`config.mk`:
```
export PLATFORM = sky130hd
export DESIGN_NAME = serial_lane_driver
export DESIGN_NICKNAME = d
export VERILOG_FILES = /design/src/rtl/serial_lane_pkg.sv /design/src/rtl/serial_lane_driver_fifo.sv /design/src/rtl/serial_lane_driver.sv
export SDC_FILE = /design/constraint.sdc
export NUM_CORES = 1
export LEC_CHECK = 0
export BUFFER_PORTS_ARGS = -buffer_cell sky130_fd_sc_hd__buf_2
export CAP_MARGIN = 20
export CORE_MARGIN = 2
export CORE_UTILIZATION = 30
export DETAILED_ROUTE_END_ITERATION = 10
export PLACE_DENSITY = 0.52
export SLEW_MARGIN = 15
export SYNTH_ARGS = -nofsm -noshare
export SYNTH_HDL_FRONTEND = slang
export SYNTH_SLANG_ARGS = --single-unit
```
`constraint.sdc`:
```
create_clock -name clk -period 2.7 [get_ports clk]
set_clock_uncertainty 0.15 [all_clocks]
set_input_delay 0.54 -clock clk [delete_from_list [all_inputs] [get_ports clk]]
set_output_delay 0.54 -clock clk [all_outputs]
set_load 0.05 [all_outputs]
```
`src/rtl/serial_lane_pkg.sv`:
```
// Shared types and sizing helpers for the serial lane driver.
// State encodings, default geometry and counter-width functions.
package serial_lane_pkg;

  typedef enum logic [1:0] {
    ST_IDLE  = 2'd0,
    ST_SHIFT = 2'd1,
    ST_PAR   = 2'd2,
    ST_GAP   = 2'd3
  } state_e;

  localparam int DEF_DATA_W     = 8;
  localparam int DEF_FIFO_DEPTH = 4;
  localparam int DEF_GAP_CYCLES = 1;

  // Bits needed to index 0..n-1.
  function automatic int cnt_w(input int n);
    return (n <= 2) ? 1 : $clog2(n);
  endfunction

  // Bits needed to hold an occupancy of 0..n.
  function automatic int occ_w(input int n);
    return $clog2(n + 1);
  endfunction

endpackage

```
`src/rtl/serial_lane_driver_fifo.sv`:
```
// Small synchronous byte buffer feeding the lane serialiser.
// Power-of-two depth; pointers wrap naturally.
module lane_byte_fifo
  import serial_lane_pkg::*;
#(
  parameter int W     = DEF_DATA_W,
  parameter int DEPTH = DEF_FIFO_DEPTH
) (
  input  logic                      clk,
  input  logic                      rst,
  input  logic                      push,
  input  logic                      pop,
  input  logic [W-1:0]              wdata,
  output logic [W-1:0]              rdata,
  output logic                      full,
  output logic                      empty,
  output logic [occ_w(DEPTH)-1:0]   count
);

  localparam int AW = cnt_w(DEPTH);
  localparam int CW = occ_w(DEPTH);

  logic [W-1:0]  mem_q [DEPTH];
  logic [AW-1:0] wr_ptr_q, wr_ptr_d;
  logic [AW-1:0] rd_ptr_q, rd_ptr_d;
  logic [CW-1:0] count_q, count_d;
  logic          push_ok;
  logic          pop_ok;

  assign full    = (count_q == CW'(DEPTH));
  assign empty   = (count_q == '0);
  assign count   = count_q;
  assign rdata   = mem_q[rd_ptr_q];
  assign push_ok = push & ~full;
  assign pop_ok  = pop & ~empty;

  always_comb begin
    wr_ptr_d = wr_ptr_q;
    rd_ptr_d = rd_ptr_q;
    count_d  = count_q;
    if (push_ok) wr_ptr_d = wr_ptr_q + AW'(1);
    if (pop_ok)  rd_ptr_d = rd_ptr_q + AW'(1);
    unique case ({push_ok, pop_ok})
      2'b10:   count_d = count_q + CW'(1);
      2'b01:   count_d = count_q - CW'(1);
      default: count_d = count_q;
    endcase
  end

  always_ff @(posedge clk) begin
    if (rst) begin
      wr_ptr_q <= '0;
      rd_ptr_q <= '0;
      count_q  <= '0;
    end else begin
      wr_ptr_q <= wr_ptr_d;
      rd_ptr_q <= rd_ptr_d;
      count_q  <= count_d;
    end
  end

  always_ff @(posedge clk) begin
    if (push_ok) mem_q[wr_ptr_q] <= wdata;
  end

endmodule

```
`src/rtl/serial_lane_driver.sv`:
```
// Byte-to-three-lane serialiser (data, frame strobe, parity), MSB first.
// Define SERIAL_LANE_PARITY_EN to add the even-parity PAR cycle on out_c.
module serial_lane_driver
  import serial_lane_pkg::*;
#(
  parameter int DATA_W     = DEF_DATA_W,
  parameter int FIFO_DEPTH = DEF_FIFO_DEPTH,
  parameter int GAP_CYCLES = DEF_GAP_CYCLES
) (
  input  logic              clk,
  input  logic              rst,
  input  logic [DATA_W-1:0] in_data,
  input  logic              in_valid,
  output logic              in_ready,
  output logic              out_a,
  output logic              out_b,
  output logic              out_c,
  output logic              busy
);

  localparam int BW = cnt_w(DATA_W);
  localparam int CW = occ_w(FIFO_DEPTH);
  localparam logic [BW-1:0] BIT_LAST = BW'(DATA_W - 1);
  localparam logic [3:0]    GAP_LAST = 4'(GAP_CYCLES - 1);

  state_e            state_q, state_d;
  logic [DATA_W-1:0] shift_q, shift_d;
  logic [BW-1:0]     bit_cnt_q, bit_cnt_d;
  logic [3:0]        gap_cnt_q, gap_cnt_d;
  logic              out_a_q, out_a_d;
  logic              out_b_q, out_b_d;
  logic              out_c_q, out_c_d;
  logic              busy_q, busy_d;
`ifdef SERIAL_LANE_PARITY_EN
  logic              par_q, par_d;
`endif

  logic              push;
  logic              pop;
  logic              done;
  logic [DATA_W-1:0] fifo_rdata;
  logic              fifo_full;
  logic              fifo_empty;
  logic [CW-1:0]     fifo_count;

  assign in_ready = ~fifo_full;
  assign push     = in_valid & in_ready;

  lane_byte_fifo #(
    .W     (DATA_W),
    .DEPTH (FIFO_DEPTH)
  ) u_fifo (
    .clk   (clk),
    .rst   (rst),
    .push  (push),
    .pop   (pop),
    .wdata (in_data),
    .rdata (fifo_rdata),
    .full  (fifo_full),
    .empty (fifo_empty),
    .count (fifo_count)
  );

  always_comb begin
    state_d   = state_q;
    shift_d   = shift_q;
    bit_cnt_d = bit_cnt_q;
    gap_cnt_d = gap_cnt_q;
    out_a_d   = 1'b0;
    out_b_d   = 1'b0;
    out_c_d   = 1'b0;
    pop       = 1'b0;
    done      = 1'b0;
`ifdef SERIAL_LANE_PARITY_EN
    par_d     = par_q;
`endif
    unique case (state_q)
      ST_IDLE: done = 1'b1;
      ST_SHIFT: begin
        out_a_d   = shift_q[DATA_W-1];
        out_b_d   = 1'b1;
        shift_d   = shift_q << 1;
        bit_cnt_d = bit_cnt_q + BW'(1);
        if (bit_cnt_q == BIT_LAST) begin
`ifdef SERIAL_LANE_PARITY_EN
          state_d = ST_PAR;
`else
          if (GAP_CYCLES > 0) begin
            state_d   = ST_GAP;
            gap_cnt_d = '0;
          end else begin
            done = 1'b1;
          end
`endif
        end
      end
`ifdef SERIAL_LANE_PARITY_EN
      ST_PAR: begin
        out_c_d = par_q;
        if (GAP_CYCLES > 0) begin
          state_d   = ST_GAP;
          gap_cnt_d = '0;
        end else begin
          done = 1'b1;
        end
      end
`endif
      ST_GAP: begin
        gap_cnt_d = gap_cnt_q + 4'd1;
        if (gap_cnt_q == GAP_LAST) done = 1'b1;
      end
      default: state_d = ST_IDLE;
    endcase
    // Last cycle of a frame loads the next byte directly when one waits.
    if (done) begin
      if (!fifo_empty) begin
        pop       = 1'b1;
        shift_d   = fifo_rdata;
        bit_cnt_d = '0;
        state_d   = ST_SHIFT;
`ifdef SERIAL_LANE_PARITY_EN
        par_d     = ^fifo_rdata;
`endif
      end else begin
        state_d = ST_IDLE;
      end
    end
    busy_d = (state_q != ST_IDLE) || (fifo_count != '0);
  end

  always_ff @(posedge clk) begin
    if (rst) begin
      state_q   <= ST_IDLE;
      shift_q   <= '0;
      bit_cnt_q <= '0;
      gap_cnt_q <= '0;
      out_a_q   <= 1'b0;
      out_b_q   <= 1'b0;
      out_c_q   <= 1'b0;
      busy_q    <= 1'b0;
`ifdef SERIAL_LANE_PARITY_EN
      par_q     <= 1'b0;
`endif
    end else begin
      state_q   <= state_d;
      shift_q   <= shift_d;
      bit_cnt_q <= bit_cnt_d;
      gap_cnt_q <= gap_cnt_d;
      out_a_q   <= out_a_d;
      out_b_q   <= out_b_d;
      out_c_q   <= out_c_d;
      busy_q    <= busy_d;
`ifdef SERIAL_LANE_PARITY_EN
      par_q     <= par_d;
`endif
    end
  end

  assign out_a = out_a_q;
  assign out_b = out_b_q;
  assign out_c = out_c_q;
  assign busy  = busy_q;

endmodule

```
Word level (Yosys, flattened, before mapping)
Memory sizes are Yosys's and may differ from the RTL's. A register that Yosys moved wholly into a read port is not among the register bits.
Cells that the tools add are included.
{"block": "op_classes", "add_sub_neg": 6, "mul": 0, "n_div": 0, "magnitude_cmp": 0, "n_eq_ne": 9, "shift": 0, "muxes": 22, "bitwise": 6, "reduce_logical": 12}
{"op": "8-bit two-way mux", "n": 3}
{"op": "3-bit two-way mux", "n": 3}
{"op": "2-bit two-way mux", "n": 4}
{"op": "4-bit case mux with 2 select lines", "n": 1}
{"op": "1-bit two-way mux", "n": 7}
{"op": "3-bit by 1-bit adder with 3-bit output, second input constant", "n": 2}
{"op": "3-bit == test, second input constant", "n": 2}
{"op": "3-bit case mux with 2 select lines", "n": 1}
{"op": "2-bit nonzero test", "n": 3}
{"op": "2-bit by 1-bit adder with 2-bit output, second input constant", "n": 2}
{"op": "4-bit by 1-bit adder with 4-bit output, second input constant", "n": 1}
{"op": "2-bit by 1-bit == test with 1-bit output, second input constant", "n": 2}
{"op": "2-bit == test, second input constant", "n": 2}
{"op": "4-bit logical NOT", "n": 1}
{"op": "4-bit two-way mux", "n": 1}
{"op": "2-bit case mux with 2 select lines", "n": 1}
{"op": "2-bit AND reduction", "n": 2}
{"op": "2-bit OR reduction", "n": 2}
{"op": "1-bit bitwise AND", "n": 3}
{"op": "3-bit logical NOT", "n": 1}
{"op": "3-bit inequality test, second input constant", "n": 1}
{"op": "1-bit NOT", "n": 3}
{"op": "3-bit nonzero test", "n": 1}
{"op": "3-bit by 1-bit subtractor with 3-bit output, second input constant", "n": 1}
{"op": "other kinds (5)", "n": 5}
{"block": "totals", "reg_bits": 27, "latch_bits": 0, "ramBits": 32, "romBits": 0, "input_bits": 11, "output_inout_bits": 5, "memories": 1}
{"name": "u_fifo.mem_q", "words": 4, "word_bits": 8, "read_ports": 1, "rd_clocked_by_memory_dff": 1, "wr": 1, "line_no": "serial_lane_driver_fifo.sv:23", "rtl": "logic [W-1:0] mem_q [DEPTH];"}

Logic depth before layout (Yosys ltp)
{"block": "depth", "word_depth": 7, "ltp_mapped": 12}

Hierarchy
Synthesis repeated with hierarchy kept, for this count alone.
{"block": "unflattened", "hier_cells": 201, "area_unflattened_um2": 2642.5}
{"module": "lane_byte_fifo", "n_inst": 1, "cells_per_inst": 96, "area_per_inst_um2": 1635.3, "seq_area_each_um2": 1141.1}
{"module": "serial_lane_driver", "n_inst": 1, "cells_per_inst": 105, "area_per_inst_um2": 1007.2, "seq_area_each_um2": 400.4}

Worst setup path after synthesis
No wires, ideal clock.
{"block": "synth_path", "path_kind": "reg2reg", "start": "register u_fifo.count_q[0], in the netlist u_fifo.count[0]", "end": "register u_fifo.count_q[2], in the netlist u_fifo.count[2]", "setup_time_ns": 0.071, "arrival_time_ns": 2.454, "path_slack_ns": 0.026, "stages_incl_launch_ff": 10, "path_buffers": 0, "synth_period_minus_slack_ns": 2.674, "path_cell_list": "dfxtp_1 > or3b_1 > and2_1 > inv_1 > ha_1 > inv_1 > fa_1 > xor2_1 > or3_1 > a21oi_1"}
{"block": "synth_between", "elab_chain_cells": 6}
{"item": "start, declared", "line_no": "serial_lane_driver_fifo.sv:26", "rtl": "logic [CW-1:0] count_q, count_d;"}
{"item": "start signal, assigned", "line_no": "serial_lane_driver_fifo.sv:58", "rtl": "count_q <= count_d;"}
{"item": "3-bit == test *", "line_no": "serial_lane_driver_fifo.sv:30", "rtl": "assign full = (count_q == CW'(DEPTH));"}
{"item": "1-bit NOT *", "line_no": "serial_lane_driver.sv:46", "rtl": "assign in_ready = ~fifo_full;"}
{"item": "named net in_ready", "line_no": "serial_lane_driver.sv:14", "rtl": "output logic in_ready,"}
{"item": "1-bit bitwise AND", "line_no": "serial_lane_driver.sv:47", "rtl": "assign push = in_valid & in_ready;"}
{"item": "1-bit bitwise AND *", "line_no": "serial_lane_driver_fifo.sv:34", "rtl": "assign push_ok = push & ~full;"}
{"item": "2-bit by 1-bit == test with 1-bit output / 2-bit == test (equally long branches)", "line_no": "serial_lane_driver_fifo.sv:43", "rtl": "unique case ({push_ok, pop_ok})"}
{"item": "3-bit case mux with 2 select lines / 2-bit nonzero test (equally long branches)"}
Mark *: on every way through the listed nets, which the timed path passes. The rest lies on a longest branch.
A chain may end at the register's enable or synchronous reset.

Worst setup path after layout
{"block": "layout_path", "start": "register gap_cnt_q[1]", "end": "register u_fifo.count_q[2], in the netlist u_fifo.count[2]"}
{"block": "layout_between", "elab_chain_cells": 7}
{"item": "start, declared", "line_no": "serial_lane_driver.sv:29", "rtl": "logic [3:0] gap_cnt_q, gap_cnt_d;"}
{"item": "start signal, assigned", "line_no": "serial_lane_driver.sv:148", "rtl": "gap_cnt_q <= gap_cnt_d;"}
{"item": "4-bit logical NOT *", "line_no": "serial_lane_driver.sv:110", "rtl": "if (gap_cnt_q == GAP_LAST) done = 1'b1;"}
{"item": "1-bit two-way mux *", "line_no": "serial_lane_driver.sv:110"}
{"item": "1-bit case mux with 2 select lines *", "line_no": "serial_lane_driver.sv:77", "rtl": "unique case (state_q)"}
{"item": "1-bit two-way mux *", "line_no": "serial_lane_driver.sv:115", "rtl": "if (done) begin"}
{"item": "1-bit bitwise AND *", "line_no": "serial_lane_driver_fifo.sv:35", "rtl": "assign pop_ok = pop & ~empty;"}
{"item": "2-bit by 1-bit == test with 1-bit output / 2-bit == test (equally long branches)", "line_no": "serial_lane_driver_fifo.sv:43"}
{"item": "3-bit case mux with 2 select lines / 2-bit nonzero test (equally long branches)"}
Every way passes the cells marked *; elsewhere a longest branch is shown, timed or not.

==> run_results.csv <==
group,metric,value,unit
cells_and_area,drive_above_1_share,25.33,%
routing,wire_per_inst,13.17,um
power_and_ir_drop,p_comb_share,29.7,%
cells_and_area,diodes,0,
floorplan,dieArea,9583,sq um
routing,drt_iter0_drc,62,
floorplan,start_util,30.63,%
routing,drtAntennaViolNets,0,
critical_path,r2r_setup_slack,0.12,ns
global_route,grt_max_degree,28,
floorplan,coreArea,8636,sq um
synthesis,synth_seq_cells,61,
global_route,antenna_found_initial,0,
cells_and_area,areaGrowthSynthToFinish,13.91,%
floorplan,dieHeight,97.90,um
clock_tree,cts_tree,"built",
clock_tree,clkLatencyLatePin,0.33,ns
timing,setup_ws,0.1165,ns
critical_path,path_buf_inv,3,
floorplan,placementRows,34,
floorplan,fp.dieW,97.90,um
critical_path,path_cells,"inv_1 -> ha_1 -> nand4bb_1 -> a211o_1 -> inv_6 -> ha_1 -> inv_1 -> fa_1 -> xor2_1 -> or3_1 -> a21oi_1",
synthesis,ys.flop_type,"edfxtp_1",
power_and_ir_drop,sequentialPowerShare,44.8,%
synthesis,synthArstFlopShare,0,%
critical_path,start_kind,"register",
cells_and_area,final_common_cell,"edfxtp_1",
power_and_ir_drop,p_per_area,915.3,nW/um^2
critical_path,cp-end-kind,"register",
global_route,grt_use_total,10.14,%
synthesis,synth-edff-count,32,
clock_tree,postCtsSetupRepairBufs,0,
power_and_ir_drop,switchingPower,0.9240,mW
cells_and_area,final_cell_mix,"edfxtp_1 (32), dfxtp_1 (27), nor2_1 (18), buf_2 (14), inv_1 (13)",
power_and_ir_drop,leakage,1.069,nW
timing,timing.final.hold_violations,0,
critical_path,crit_path_max_fanout,8,
synthesis,ys_types,39,
clock_tree,clk_pin_slew,0.07,ns
critical_path,cp_slowest_cell,"a211o_1",
power_and_ir_drop,irDropWorstVdd,0.3782,mV
synthesis,syn-num-nets,225,
critical_path,critPathTopFamily,"adder cells",
routing,vias,1495,
place,gp_congestion,0.7037,
timing,drv_slew,0,
clock_tree,ctsHtreeMaxLevel,3,
place,dpl.hpwl,2.816,mm
place,placed_cell_area,2823,sq um
timing,rsz0062_at_grt,"no",
place,place_ws,0.09749,ns
critical_path,slowest_delay,0.38,ns
cells_and_area,fin_area,3013,sq um
global_route,grt_pass1_vias,1559,
timing,finalSetupTns,0,ns
routing,routed_via_density,4.489,
timing,tightest_slew,0.5953,ns
cells_and_area,finalNetCount,244,
timing,setup-violations-final,0,
outcome,status,"finished clean",
synthesis,ys_seq_area_share,58.28,%
global_route,grt-ovfl-total,0,
timing,period_needed,2.583,ns
floorplan,io_pins,16,
run,maxCapViolCount,0,
place,port_buffers,14,
clock_tree,cts_made_buffers,9,
clock_tree,clockBufferDepth,2,
hold_path,min_path_type,"input pin to register",
clock_tree,cts_sinks,61,
synthesis,syn_inst,201,
synthesis,netlist_area,2645,sq um
routing,post-route-drc-count,0,
synthesis,ys_warn_count,0,
power_and_ir_drop,internal-power,1.834,mW
clock_tree,clockRootBuffer,"clkbuf_8",
timing,finalCritPeriodShare,95.68,%
power_and_ir_drop,netSwitchingFraction,33.51,%
critical_path,cp.required,2.81,ns
power_and_ir_drop,pwr-share-clk,25.5,%
synthesis,syn_area_per_cell,13.16,sq um
critical_path,arrival,2.70,ns
global_route,grt_pass1_wl,7.445,mm
routing,totalWireLength,4.387,mm
critical_path,crit_type,"register to register",
timing,max_freq,387.1,MHz
routing,first_pass_iters,4,
timing,slew_headroom,60.32,%
kinds of logic (layout without fill, tap and decap cells):
group | Yosys count | after routing | share of synthesized area, %
flip-flops | 61 | 61 | 58.28
AND/OR/NAND/NOR | 48 | 48 | 9.035
AO/OA/AOI/OAI | 28 | 28 | 8.468
buffers and inverters | 25 | 49 | 4.636
multiplexers | 19 | 19 | 11.02
adder cells (fa/ha/maj) | 13 | 13 | 6.433
XOR/XNOR | 6 | 6 | 1.987
other | 1 | 1 | 0.1418
metrics by stage:
step	cells	util [%]	hold slack (ns)	power, mW
floorplan	201	-	0.2791	1.924
global placement	317	32.69	0.3090	2.055
detailed placement	317	32.69	0.3048	2.054
CTS	333	34.71	0.2477	2.777
global route	333	34.89	0.2463	2.968
finish	333	34.89	0.2729	2.758
flip-flops by register name (all words and copies together) (netlist names), named ones only:
signal           flops
u_fifo.wr_ptr_q      2
out_a                1
shift_q              8
busy                 1
bit_cnt_q            3
state_q              2
u_fifo.count         3
out_b                1
u_fifo.mem_q        32
gap_cnt_q            4
u_fifo.rd_ptr_q      2
power by group through the flow:
stage               combinational, mW  clock (mW)  sequential [mW]
floorplan                       0.679           0             1.24
global placement                0.800           0             1.26
detailed placement              0.796           0             1.26
CTS                             0.801       0.737             1.24
global route                    0.929       0.776             1.26
finish                          0.818       0.703             1.24
worst paths after layout:
check                             startpoint  cells past startpoint                 end
worst max-delay path            gap_cnt_q[1]                     11     u_fifo.count[2]
worst min-delay path              in_data[2]                      1  u_fifo.mem_q[1][2]
worst max register to register  gap_cnt_q[1]                     11     u_fifo.count[2]
worst min register to register    shift_q[7]                      1               out_a
metal layers:
| layer | vias to the layer above | global-route usage, % | share of wire, % |
|---|---|---|---|
| met4 | 0 | 4.487 | 1.4 |
| met5 | - | 0 | 0 |
| met1 | 710 | 11.51 | 48 |
| li1 | 760 | - | - |
| met2 | 20 | 16.81 | 47 |
| met3 | 5 | 4.152 | 3.2 |
final cells by class:
cell class	instances	area (sq um)
flip-flops and latches	61	1544
clock buffers	9	123.9
clock inverters	7	51.30
repair buffers	19	107.6
well taps	108	135.1
inverters	14	57.56
fillers	875	5623
multi-input cells	115	993.5
synthesized netlist by cell type, drive strengths merged, types with 5 or more instances:
| cell | instances | share of area, % |
|---|---|---|
| a211oi | 7 | 3.3 |
| a21oi | 9 | 1.7 |
| buf | 7 | 1.9 |
| dfxtp | 29 | 22 |
| edfxtp | 32 | 36 |
| ha | 12 | 5.7 |
| inv | 14 | 2.2 |
| mux2i | 10 | 3.8 |
| mux4 | 8 | 6.8 |
| nand2 | 7 | 0.99 |
| nor2 | 18 | 2.6 |
| nor3 | 5 | 0.95 |
what timing repair did:
item                       CTS  global route
setup endpoints to repair    0             1
hold buffers                 0             0
resized for setup            0             3
No activity file was read; power rests on OpenSTA's default activity.
